$ cat config.mk
export PLATFORM = sky130hd
export DESIGN_NAME = oam_dma_ctrl
export DESIGN_NICKNAME = d
export VERILOG_FILES = /design/src/rtl/oam_dma_ctrl.sv
export SDC_FILE = /design/constraint.sdc
export NUM_CORES = 1
export LEC_CHECK = 0
export ABC_CLOCK_PERIOD_IN_PS = 2100
export CAP_MARGIN = 20
export CORE_AREA = 5 5 91 51
export DETAILED_ROUTE_END_ITERATION = 6
export DIE_AREA = 0 0 96 56
export GPL_ROUTABILITY_DRIVEN = 0
export PLACE_DENSITY = 0.79
export REMOVE_ABC_BUFFERS = 1
export SETUP_SLACK_MARGIN = 0.5
export SLEW_MARGIN = 40
export SYNTH_ARGS = -nofsm -noshare
export SYNTH_HDL_FRONTEND = slang
export SYNTH_SLANG_ARGS = --single-unit
$ cat constraint.sdc
create_clock -name clk -period 2.1 [get_ports clk]
set_input_delay 0.21 -clock clk [delete_from_list [all_inputs] [get_ports clk]]
set_output_delay 0.21 -clock clk [all_outputs]
set_load 0.005 [all_outputs]
$ cat src/rtl/oam_dma_ctrl.sv
// OAM DMA controller: a write to $4014 halts the CPU and copies one 256-byte page into OAM.
// Optional odd-cycle alignment state is enabled by defining OAM_DMA_ALIGN_EN.
module oam_dma_ctrl (
    input  logic        clk,
    input  logic        reset,
    input  logic [15:0] cpu_addr_in,
    input  logic        cpu_wr,
    input  logic [7:0]  cpu_data_in,
    input  logic [7:0]  mem_data,
    output logic [15:0] dma_addr,
    output logic        dma_rd,
    output logic        cpu_halt,
    output logic        oam_dma,
    output logic [7:0]  oam_addr,
    output logic [7:0]  oam_data_in,
    output logic        busy
);

    localparam logic [15:0] DMA_REG_ADDR = 16'h4014;

    typedef enum logic [2:0] {
        IDLE  = 3'd0,
        DUMMY = 3'd1,
        ALIGN = 3'd2,
        READ  = 3'd3,
        WRITE = 3'd4
    } state_t;

    state_t      state;
    state_t      state_next;
    logic [7:0]  page;
    logic [7:0]  index;
    logic [7:0]  last_index;
    logic        trigger;

    // Only an idle controller accepts $4014, so a retrigger mid-transfer is dropped.
    assign trigger = cpu_wr && (cpu_addr_in == DMA_REG_ADDR) && (state == IDLE);

    // NOTE: sequential state uses non-blocking assignments so every flop samples
    // the pre-edge values, independent of statement order.
    always_ff @(posedge clk) begin
        if (reset) begin
            state      <= IDLE;
            page       <= 8'h00;
            index      <= 8'h00;
            last_index <= 8'h00;
        end else begin
            state <= state_next;
            if (trigger) begin
                page  <= cpu_data_in;
                index <= 8'h00;
            end else if (state == WRITE) begin
                index <= index + 8'd1;
            end
            if (state == WRITE) begin
                last_index <= index;
            end
        end
    end

`ifdef OAM_DMA_ALIGN_EN
    logic cyc_par;
    logic trig_par;

    // cyc_par tracks CPU get/put cycles; trig_par remembers the phase at the trigger.
    always_ff @(posedge clk) begin
        if (reset) begin
            cyc_par  <= 1'b0;
            trig_par <= 1'b0;
        end else begin
            cyc_par <= ~cyc_par;
            if (trigger) begin
                trig_par <= cyc_par;
            end
        end
    end
`endif

    // NOTE: every signal driven here gets a default first, so no path can
    // leave one unassigned and infer a latch.
    always_comb begin
        state_next  = state;
        dma_rd      = 1'b0;
        dma_addr    = 16'h0000;
        oam_dma     = 1'b0;
        oam_addr    = last_index;
        oam_data_in = 8'h00;
        busy        = (state != IDLE);
        cpu_halt    = (state != IDLE);

        unique case (state)
            IDLE: begin
                if (trigger) begin
                    state_next = DUMMY;
                end
            end
            DUMMY: begin
`ifdef OAM_DMA_ALIGN_EN
                state_next = trig_par ? ALIGN : READ;
`else
                state_next = READ;
`endif
            end
            ALIGN: begin
                state_next = READ;
            end
            READ: begin
                dma_rd     = 1'b1;
                dma_addr   = {page, index};
                state_next = WRITE;
            end
            WRITE: begin
                // mem_data is the byte requested in the preceding READ cycle.
                oam_dma     = 1'b1;
                oam_addr    = index;
                oam_data_in = mem_data;
                state_next  = (index == 8'hFF) ? IDLE : READ;
            end
            default: begin
                state_next = IDLE;
            end
        endcase
    end

endmodule
==> flow_metrics.py, run 1 <==
metrics = {
    "route": {
        "firstDrtPassIters": 4,
        "ant_nets": 0,
        "vias": 1504,
        "viasPerCell": 4.98,
        "avgRoutedWirePerCell_um": 15.6,
        "drt_iter0_markers": 66,
        "wirelength_um": 4700,
        "drc": 0,
    },
    "synthesis": {
        "ys_ff_latch": 27,
        "syn-instance-count": 153,
        "yosysTopAreaCell": "dfxtp_1",
        "synth_top_family_by_area": "simple AND/OR/NAND/NOR gates",
        "synth_fa_ha_area_frac": 0.00904,
        "synth_cell_types": 30,
        "synth_warnings": 0,
        "yosysSeqAreaShare": 0.391,
        "synth-xor-area-share": 0.0443,
        "synth_compound_area_frac": 0.0687,
        "synth.top_cell.area_share": 0.391,
        "synthTopCellsByArea": "dfxtp_1 (39%), and2_1 (11%), mux2_2 (6.5%), nand4_1 (5.4%), a21oi_1 (4.0%)",
        "synth_mux_area_frac": 0.0723,
        "synth-simple-area-share": 0.360,
        "syn_avg_cell_area_um2": 9.04,
        "synth_area_mm2": 0.00138,
    },
    "global_routing": {
        "grt_max_degree": 28,
        "grt_pass1_wl_um": 6940,
        "grt.total_usage": 0.163,
        "grt_overflow": 0,
        "grt_pass1_vias": 1359,
        "grt_antenna_before_repair": 0,
    },
    "setup_path": {
        "cp_max_fo": 5,
        "crit_required_ns": 1.89,
        "r2r_slack_ns": 0.50,
        "worstSetupPathType": "reg2out",
        "reg2regPathDepth": 7,
        "start_kind": "register",
        "critPathArrivalTime_ns": 1.62,
        "r2r-end": "last_index[6]",
        "worstReg2RegStart": "state[1]",
        "endpoint_kind": "primary output",
    },
    "power": {
        "switching_power_mw": 0.222,
        "power_mw": 0.974,
        "leakagePower_nw": 1.10,
        "sequentialPowerShare": 0.541,
        "p_per_area_mw_per_mm2": 373,
        "swShare": 0.227,
        "intPower_mw": 0.752,
        "ir_drop_uv": 258,
        "combPwrFrac": 0.158,
        "power_frac_clock": 0.301,
    },
    "timing": {
        "skew_ns": 0.00258,
        "hold_viol_final": 0,
        "maxSlewHeadroom": 0.759,
        "drv_slew": 0,
        "fmax_ghz": 0.545,
        "period_minus_slack_ns": 1.83,
        "worst_pin_slew_ns": 0.356,
        "timing.final.crit_share": 0.874,
        "fin_setup_tns_ns": 0,
        "finalSetupViolCount": 0,
        "rsz0062_at_grt": "yes",
    },
    "clock_tree": {
        "cts.reportedPaths.clkPinSlew_ns": 0.09,
        "cts_root_buf": "clkbuf_8",
        "clockBufferDepth": 2,
        "cts_buffers": 3,
        "cts.sinks": 27,
        "cts_tree": "done",
        "htreeDepth": 1,
        "insertion_delay_ns": 0.27,
        "cts_hold_buf": 0,
    },
    "worst_hold_path": {
        "min_from": "page[0]",
        "hold_class": "reg2reg",
        "hold_end": "page[0]",
        "hold_depth": 2,
    },
    "final_layout": {
        "fill_cells": 277,
        "area_growth_pct": 88.4,
        "finalNonFillerCells": 302,
        "nets": 285,
        "final_layout_size_suffix_gt1_frac": 0.423,
        "diodes": 0,
    },
    "placed_design": {
        "post-place-cells": 272,
        "place_hpwl_um": 2830,
        "port_buffers": 70,
    },
    "run_status": {
        "status": "finished, final reports clean",
    },
    "die": {
        "io_pins": 71,
        "coreArea_mm2": 0.00372,
        "die_h_um": 56,
        "rows": 16,
        "die-area_mm2": 0.00538,
        "die_w_um": 96,
        "initial_core_util": 0.372,
    },
    "run": {
        "max_cap_violations": 0,
    },
}
Yosys cell counts, drive strengths merged:
master,n
dfxtp,27
and2,25
nand4,12
a21oi,11
nor3,9
mux2,8
o21ai,8
buf,7
nor2b,7
xor2,6
and3,4
clkbuf,4
nand2,4
nand3,4
nor2,3
and2b,2
nand2b,2
nor3b,2
nor4b,2
and4,1
ha,1
inv,1
mux2i,1
nor4,1
xnor2,1
critical path, cell delays in order (launching register included):
cell,delay (ns)
dfxtp_4,0.37
nor3b_4,0.23
buf_6,0.13
buf_6,0.09
buf_12,0.11
mux2_4,0.31
buf_6,0.12
cell type report:
type	instances	area (um^2)	area share
flip-flops and latches	27	549	0.211
well taps	54	67.6	0.0259
repair buffers	102	1070	0.412
multi-input cells	114	868	0.333
clock buffers	4	45.0	0.0173
inverters	1	3.75	0.00144
registers in the layout, summed over array words and instances, names as in the netlist:
signal and cells:
last_index 8, index 8, state 3, page 8
timing repair:
action / in CTS / in global routing
setup endpoints to repair: 40 / 47
hold endpoints to repair: 0 / 0
cloned: 3 / 1
resized for setup: 200 / 11
setup buffers: 17 / 5
pin swaps: 13 / 2
how the worst max path moves through the flow:
| stage | startpoint | endpoint | slack, ns |
|---|---|---|---|
| floorplan | state[2] | last_index[5] | 0.39 |
| global placement | cpu_addr_in[10] | index[5] | 0.25 |
| detailed placement | cpu_addr_in[5] | index[0] | 0.20 |
| CTS | state[1] | oam_addr[6] | 0.28 |
| global route | state[1] | oam_addr[7] | 0.21 |
| finish | state[1] | oam_addr[7] | 0.27 |
cells by family (layout without fill, tap and decap cells):
| group | after synthesis | count (layout) |
|---|---|---|
| and+or+nand+nor | 78 | 78 |
| adders and majority gates | 1 | 1 |
| buffers and inverters | 12 | 107 |
| muxes | 9 | 9 |
| xor gates and xnor gates | 7 | 7 |
| DFF | 27 | 27 |
| AOI/OAI and AO/OA | 19 | 19 |
through the flow:
step                 util  setup WS [ns]  hold WS [ns]  instance area (um^2)
floorplan               -          0.394         0.279                  1310
global placement    0.574          0.252         0.456                  2140
detailed placement  0.574          0.200         0.462                  2140
CTS                 0.673          0.275         0.475                  2500
global route        0.700          0.210         0.492                  2610
finish              0.700          0.265         0.474                  2610
power groups by stage:
stage	combinational [mW]	clock, mW	sequential [mW]
2_1_floorplan	0.0291	0	0.536
3_3_place_gp	0.126	0	0.537
3_5_place_dp	0.128	0	0.537
4_1_cts	0.143	0.297	0.527
5_1_grt	0.165	0.322	0.528
6_report	0.154	0.293	0.526
per-layer routing:
metal	GRT usage	wire length [um]	up-vias	share of wire
met4	0.0182	14	0	0.0030
met5	0	0	-	0
met3	0.0527	442	2	0.094
met1	0.228	2130	719	0.45
met2	0.251	2110	58	0.45
li1	-	-	725	-
cells in the final DEF (no fill, tap or decap), types with 3 or more instances in the layout:
cell type | netlist | layout
buf_2 | 1 | 8
nor3_1 | 5 | 5
xor2_1 | 6 | 6
and2_4 | 0 | 13
mux2_4 | 0 | 8
nand2_1 | 4 | 3
dfxtp_1 | 27 | 24
clkbuf_8 | 0 | 3
nand3_1 | 4 | 3
nor3_2 | 4 | 4
clkdlybuf4s15_2 | 0 | 4
a21oi_1 | 11 | 11
and3_1 | 4 | 3
nor2b_1 | 7 | 7
buf_4 | 2 | 10
clkdlybuf4s50_1 | 0 | 36
o21ai_0 | 8 | 8
buf_6 | 3 | 38
nand4_1 | 12 | 12
and2_1 | 25 | 12
(Power assumes the default switching activity.)
==> inputs of run 2 (changes only) <==
- CORE_AREA: 5 5 91 51 -> 5 5 89 50
- CTS_BUF_LIST: default -> sky130_fd_sc_hd__clkbuf_2 sky130_fd_sc_hd__clkbuf_4 sky130_fd_sc_hd__clkbuf_8
- DIE_AREA: 0 0 96 56 -> 0 0 94 55
==> run 2 against run 1 <==
  * Sequential power increased by 0.8%
  * Clock-buffer cell count decreased by 1
  * Cell count increased by 2.0%
  * Critical path type unchanged
  * Highest routed layer unchanged
  * Cell area increased by 0.29%
  * Worst hold slack improved by 0.0068 ns
==> flow_metrics.py, run 2 (synthesized netlist as in run 1, its figures left out) <==
metrics = {
    "clock_tree": {
        "cts_tree": "done",
        "cts.sinks": 27,
        "cts_buffers": 3,
        "htreeDepth": 1,
        "clockBufferDepth": 2,
        "cts.reportedPaths.clkPinSlew_ns": 0.09,
        "insertion_delay_ns": 0.27,
        "cts_root_buf": "clkbuf_8",
    },
    "timing": {
        "maxSlewHeadroom": 0.746,
        "skew_ns": 0.00171,
        "hold_viol_final": 0,
        "worst_pin_slew_ns": 0.378,
        "rsz0062_at_grt": "yes",
        "whs_ns": 0.480,
        "finalSetupViolCount": 0,
        "period_minus_slack_ns": 1.80,
        "drv_slew": 0,
        "fmax_ghz": 0.556,
        "fin_setup_tns_ns": 0,
        "timing.final.crit_share": 0.857,
    },
    "global_routing": {
        "grt_max_degree": 28,
        "grt_overflow": 0,
        "grt_pass1_wl_um": 6910,
        "grt_pass1_vias": 1424,
        "grt_antenna_before_repair": 0,
        "grt.total_usage": 0.172,
    },
    "die": {
        "coreArea_mm2": 0.00364,
        "io_pins": 71,
        "die-area_mm2": 0.00517,
        "initial_core_util": 0.380,
        "die_w_um": 94,
        "die_h_um": 55,
        "rows": 16,
    },
    "final_layout": {
        "reg.largest.list": "index: 8 flops, last_index: 8 flops, page: 8 flops",
        "final_layout_size_suffix_gt1_frac": 0.449,
        "final_common_cell": "buf_6",
        "area_growth_pct": 89.0,
        "diodes": 0,
        "nets": 291,
        "layout_common_cells": "buf_6 (49), clkdlybuf4s50_1 (34), dfxtp_1 (24)",
    },
    "setup_path": {
        "crit_required_ns": 1.89,
        "start_kind": "register",
        "worstSetupPathType": "reg2out",
        "cp_max_fo": 6,
        "critPathArrivalTime_ns": 1.59,
        "endpoint_kind": "primary output",
    },
    "worst_hold_path": {
        "hold_class": "reg2reg",
    },
    "route": {
        "vias": 1497,
        "firstDrtPassIters": 4,
        "wirelength_um": 4670,
        "drt_iter0_markers": 117,
        "drc": 0,
        "viasPerCell": 4.86,
        "avgRoutedWirePerCell_um": 15.1,
        "ant_nets": 0,
    },
    "power": {
        "leakagePower_nw": 1.16,
        "ir_drop_uv": 199,
        "power_mw": 0.974,
        "p_per_area_mw_per_mm2": 373,
    },
    "run": {
        "max_cap_violations": 0,
    },
    "run_status": {
        "status": "finished, final reports clean",
    },
    "placed_design": {
        "port_buffers": 70,
        "place_hpwl_um": 2990,
    },
}
==> run 2: cell count changes in the layout (fill, tap and decap cells not counted), sizes merged, moves of 2 or more <==
cell	change
dlymetal6s2s	+2
buf	+5
clkdlybuf4s15	-3
clkbuf	+2
clkdlybuf4s50	-2
==> run 2: power breakdown <==
part | leakage (nW) | internal, mW | switching, mW
clock network | 0.0255 | 0.133 | 0.156
logic | 0.918 | 0.101 | 0.0546
registers | 0.220 | 0.518 | 0.0117
total | 1.16 | 0.752 | 0.222
==> run 2: layer usage <==
metal / global-route usage / vias to the layer above / share of wire
met5: 0 / - / 0
met4: 0.0216 / 0 / 0.0039
met3: 0.0527 / 5 / 0.085
met2: 0.286 / 60 / 0.44
met1: 0.229 / 698 / 0.47
li1: - / 734 / -
==> run 2: stage by stage <==
| step | util | cell area (um^2) | setup slack, ns | instances |
|---|---|---|---|---|
| 6_report | 0.718 | 2620 | 0.301 | 308 |
| 5_1_grt | 0.718 | 2620 | 0.228 | 308 |
| 4_1_cts | 0.650 | 2370 | 0.259 | 298 |
| 3_5_place_dp | 0.587 | 2140 | 0.184 | 274 |
| 3_3_place_gp | 0.587 | 2140 | 0.269 | 274 |
| 2_1_floorplan | - | 1310 | 0.394 | 142 |
==> run 2: layout make-up <==
| type | count | area [um^2] |
|---|---|---|
| Multi-Input combinational cell | 114 | 868 |
| Clock buffer | 3 | 41.3 |
| Tap cell | 54 | 67.6 |
| Timing Repair Buffer | 108 | 1080 |
| Sequential cell | 27 | 549 |
| Fill cell | 264 | 1030 |
| Inverter | 1 | 7.51 |
| Clock inverter | 1 | 5.00 |
==> run 2: worst max-delay path: stages, from the launching register on <==
cell and delay, ns:
dfxtp_4 0.38, nor3b_4 0.23, buf_6 0.17, buf_6 0.11
mux2_4 0.30, buf_6 0.12
==> run 2: repair_timing <==
action	in CTS	in global routing
buffers inserted	19	10
gates cloned	1	0
pin swaps	9	10
hold buffers	0	0
resized for setup	156	63
setup endpoints to repair	39	44
==> run 2: worst paths after layout <==
check        startpoint          end  slack (ns)  cells past startpoint
max            state[0]  oam_addr[3]        0.30                      5
min             page[7]      page[7]        0.48                      2
max reg2reg    state[0]     index[4]        0.51                      8
min reg2reg     page[7]      page[7]        0.48                      2
